[src/rtl/bit_serial_adder_pkg.sv]
// Shared types and helpers for the bit-serial adder: FSM state encoding and
// the width of the shift-cycle counter.
package bit_serial_adder_pkg;

  typedef enum logic [1:0] {
    IDLE  = 2'd0,
    SHIFT = 2'd1,
    DONE  = 2'd2
  } state_t;

  // Counter must be able to represent DATA_WIDTH itself, hence width+1.
  function automatic int cnt_width(input int width);
    return $clog2(width + 1);
  endfunction

endpackage

[src/rtl/FullAdder.sv]
// Single-bit full adder used for the per-cycle addition in the serial datapath.
module FullAdder (
  input  logic a,
  input  logic b,
  input  logic ci,
  output logic co,
  output logic s
);

  assign s  = a ^ b ^ ci;
  assign co = (a & b) | (ci & (a ^ b));

endmodule

[src/rtl/bit_serial_adder.sv]
// Bit-serial adder: accepts two operands plus carry-in, adds them one bit per
// cycle through a single full adder and presents a registered sum/carry.
//
// state | meaning
// IDLE  | ready for operands (in_rd=1)
// SHIFT | one operand bit added per cycle, DATA_WIDTH cycles
// DONE  | result valid on s/co, waiting for out_rd
module bit_serial_adder
  import bit_serial_adder_pkg::*;
#(
  parameter int DATA_WIDTH = 4
) (
  input  logic                  clk,
  input  logic                  rst_n,
  input  logic [DATA_WIDTH-1:0] a,
  input  logic [DATA_WIDTH-1:0] b,
  input  logic                  ci,
  input  logic                  in_vld,
  output logic                  in_rd,
  output logic [DATA_WIDTH-1:0] s,
  output logic                  co,
  output logic                  out_vld,
  input  logic                  out_rd
);

  localparam int CW = cnt_width(DATA_WIDTH);
  localparam logic [CW-1:0] CNT_LAST = CW'(DATA_WIDTH - 1);

  state_t                  state;
  logic [DATA_WIDTH-1:0]   a_sr;
  logic [DATA_WIDTH-1:0]   b_sr;
  logic [DATA_WIDTH-1:0]   s_sr;
  logic [DATA_WIDTH-1:0]   sum_next;
  logic                    carry;
  logic [CW-1:0]           cnt;
  logic                    fa_s;
  logic                    fa_co;

  FullAdder u_fa (
    .a  (a_sr[0]),
    .b  (b_sr[0]),
    .ci (carry),
    .co (fa_co),
    .s  (fa_s)
  );

  // New sum bit enters at the MSB; after DATA_WIDTH shifts the LSB holds bit 0.
  assign sum_next = DATA_WIDTH'({fa_s, s_sr} >> 1);

  always_ff @(posedge clk or negedge rst_n) begin
    if (!rst_n) begin
      state   <= IDLE;
      a_sr    <= '0;
      b_sr    <= '0;
      s_sr    <= '0;
      carry   <= 1'b0;
      cnt     <= '0;
      s       <= '0;
      co      <= 1'b0;
      in_rd   <= 1'b1;
      out_vld <= 1'b0;
    end else begin
      case (state)
        IDLE: begin
          if (in_vld) begin
            a_sr  <= a;
            b_sr  <= b;
            carry <= ci;
            cnt   <= '0;
            in_rd <= 1'b0;
            state <= SHIFT;
          end
        end
        SHIFT: begin
          a_sr  <= a_sr >> 1;
          b_sr  <= b_sr >> 1;
          s_sr  <= sum_next;
          carry <= fa_co;
          cnt   <= cnt + CW'(1);
          if (cnt == CNT_LAST) begin
            // s/co are separate from the working registers so a finished
            // result survives until the next one completes.
            s       <= sum_next;
            co      <= fa_co;
            out_vld <= 1'b1;
            state   <= DONE;
          end
        end
        DONE: begin
          if (out_rd) begin
            out_vld <= 1'b0;
            in_rd   <= 1'b1;
            state   <= IDLE;
          end
        end
        default: begin
          out_vld <= 1'b0;
          in_rd   <= 1'b1;
          state   <= IDLE;
        end
      endcase
    end
  end

endmodule
[config.mk]
export PLATFORM = sky130hd
export DESIGN_NAME = bit_serial_adder
export DESIGN_NICKNAME = d
export VERILOG_FILES = /design/src/rtl/bit_serial_adder_pkg.sv /design/src/rtl/FullAdder.sv /design/src/rtl/bit_serial_adder.sv
export SDC_FILE = /design/constraint.sdc
export NUM_CORES = 1
export LEC_CHECK = 0
export CAP_MARGIN = 30
export CORE_MARGIN = 2
export CORE_UTILIZATION = 45
export DETAILED_ROUTE_END_ITERATION = 10
export GPL_TIMING_DRIVEN = 0
export PLACE_DENSITY = 0.8
export SETUP_SLACK_MARGIN = 0.02
export SLEW_MARGIN = 20
export SYNTH_ARGS = -nofsm -noshare
export SYNTH_HDL_FRONTEND = slang
export SYNTH_SLANG_ARGS = --single-unit
[constraint.sdc]
create_clock -name clk -period 2.77 [get_ports clk]
set_clock_uncertainty 0.05 [all_clocks]
set_input_delay 0.554 -clock clk [delete_from_list [all_inputs] [get_ports clk]]
set_output_delay 0.554 -clock clk [all_outputs]
set_load 0.1 [all_outputs]
==> out/results.txt <==
outcome = complete, no violations
CP bufs+invs = 1
routability cong. = 0.7625
crit path max fanout = 3
hpwl dp = 1.585 mm
Hold Fails Final Rpt = 0
core area = 2233 sq um
critical path cell sequence = clkdlybuf4s50_1
CTS HTree Levels = 1
fin cells = 147
Hold Path Class = reg -> reg
syn_nets = 112
post-CTS setup buffers = 0
First-pass DRT Iterations = 4
Synth Warn # = 0
antenna cell count = 0
Synth cell types = 21
Synth Area per Inst = 11.14 sq um
routed vias/inst = 5.503
I/O Pins = 20
max cap viols = 0
Area Overhead vs Synth = 24.91%
share of the synthesized area in the top cell type = 0.5380
Critical-path top delay cell = clkdlybuf4s50_1
sequential fraction of the synthesis area = 0.5626
Post-Syn Instances = 96
Die X = 52.76 um
Die Y = 52.76 um
#FFs+latches synth = 24
slowest cell delay on critical path = 1130 ps
Setup Viol. Count Final = 0
CP Data Arrival Time = 2020 ps
nets@finish = 136
min Tclk post-route = 2622 ps
Root Driver = clkbuf_4
Slew Limit Fails = 0
Post-Syn Area = 1070 sq um
Hold-fix buffers, CTS = 0
Initial Util = 0.4790
placed cell area = 1300 sq um
first-pass GRT wire length = 3.719 mm
Std-Cell Rows = 17
Clk Latency, worst-skew pair = 320 ps
crit start category = flop
Clock Pin Slew Worst Setup and Hold Paths = 130 ps
Post-DRT Antenna Nets = 0
TNS Setup = 0 ps
Clock Tree Buf Depth = 2
Placed Cells = 143
Total GRT Usage = 0.1853
Worst EP required = 2170 ps
via count = 809
largest area contributor in the netlist = dfrtp_1
post-route cell area = 1336 sq um
Post-route DRC = 0
critical path class = reg -> out
initial antenna violation count = 0
wire per inst = 14.71 um
CTS tree = yes
Slew HR = 0.3534
vias in the first global route = 837
fmax = 381.4 MHz
RSZ-0062 raised after global routing = false
Synth area leaders = dfrtp_1 (54%), mux2_4 (7.0%), o22ai_1 (7.0%)
DIE AREA = 2783 sq um
Critical Path End Type = output pin
Iter 0 DRT Violations = 14
largest net degree at the start of global routing = 15
Slew @ Worst Pin = 966.9 ps
Routed WL = 2.163 mm
port bufs = 18
grt ovf = 0
cell family with most CP delay = buffers and inverters
ratio of cells with drive above 1 in the final layout = 0.1513
post-cts resize count = 0
CTS buffer count = 3
fin crit share = 0.9464
clock sinks = 24
## cell usage in the layout, fill, tap and decap left out
cell type and n:
dfrtp_1 23, clkdlybuf4s50_1 18, nand2_1 13, o22ai_1 12, a21oi_1 10, o21ai_0 6
buf_2 5, mux2_4 5, inv_1 4, nand2b_1 3, nor2_1 3, clkbuf_4 3
ha_1 2, o21bai_1 1, o32ai_1 1, nor2b_4 1, nand2_4 1, nor2b_1 1
a32o_1 1, o31ai_1 1, a22o_1 1, fa_1 1, clkbuf_8 1, dfstp_2 1
buf_8 1
## through the flow
step                        util  worst slack [ps]  hold slack, ps
after floorplan                -              1254           208.4
after global placement    0.5754             522.2           410.9
after detailed placement  0.5821             518.8           425.1
after CTS                 0.5983             145.7           453.8
after global routing      0.5983             90.53           487.8
final                     0.5983             148.4           448.4
## final cells by class
type	count	area (sq um)
tap	28	35.03
buffer	5	25.02
fill	193	897.1
multi-input combinational	63	427.9
timing repair buffer	19	195.2
sequential	24	601.8
inverter	4	15.01
clock buffer	4	36.28
## Yosys cell counts, drive strengths merged
master and count:
a32o 1, a21oi 10, inv 4, nand2b 3, fa 1, ha 2
nand2 14, o21bai 1, o21ai 6, o32ai 1, buf 5, dfstp 1
dfrtp 23, mux2 5, o22ai 12, nor2 3, nor2b 2, a22o 1
o31ai 1
## path summary, 6_finish.rpt
path                       startpoint       to  slack (ps)  depth (start not counted)
min                            cnt[2]   cnt[2]         450                          2
max in group asynchronous       rst_n     s[2]        1650                          2
max reg2reg                    cnt[0]     s[1]        1320                          4
min reg2reg                    cnt[2]   cnt[2]         450                          2
max                             in_rd    in_rd         150                          1
min in group asynchronous       rst_n  b_sr[3]         520                          1
## worst register-to-register path, stage by stage, from the launching register on
cell     delay [ps]
dfrtp_1         420
ha_1            210
ha_1            240
nand2_4         140
mux2_4          310
## metal layers
| layer | wire, um | vias to the layer above | track usage |
|---|---|---|---|
| met3 | 70 | 5 | 0.03143 |
| li1 | - | 383 | - |
| met2 | 1036 | 22 | 0.2917 |
| met5 | 0 | - | 0 |
| met4 | 41 | 0 | 0.09402 |
| met1 | 1014 | 399 | 0.2449 |
## cell families after synthesis
kind of cell,count (synthesis),share of synthesized area
compound gates,33,0.1848
fa+ha+maj,3,0.04210
buf+inv,9,0.03742
flops,24,0.5626
mux,5,0.07017
simple gates,22,0.1029
## flip-flops by register name, summed over array words and instances (netlist names), 2 cells and up
name and count:
s 4, a_sr 4, s_sr 3, b_sr 4, state 2, cnt 3
Power is not shown: default switching activity piles up to over one toggle a cycle in this logic, so the estimate is an artifact.
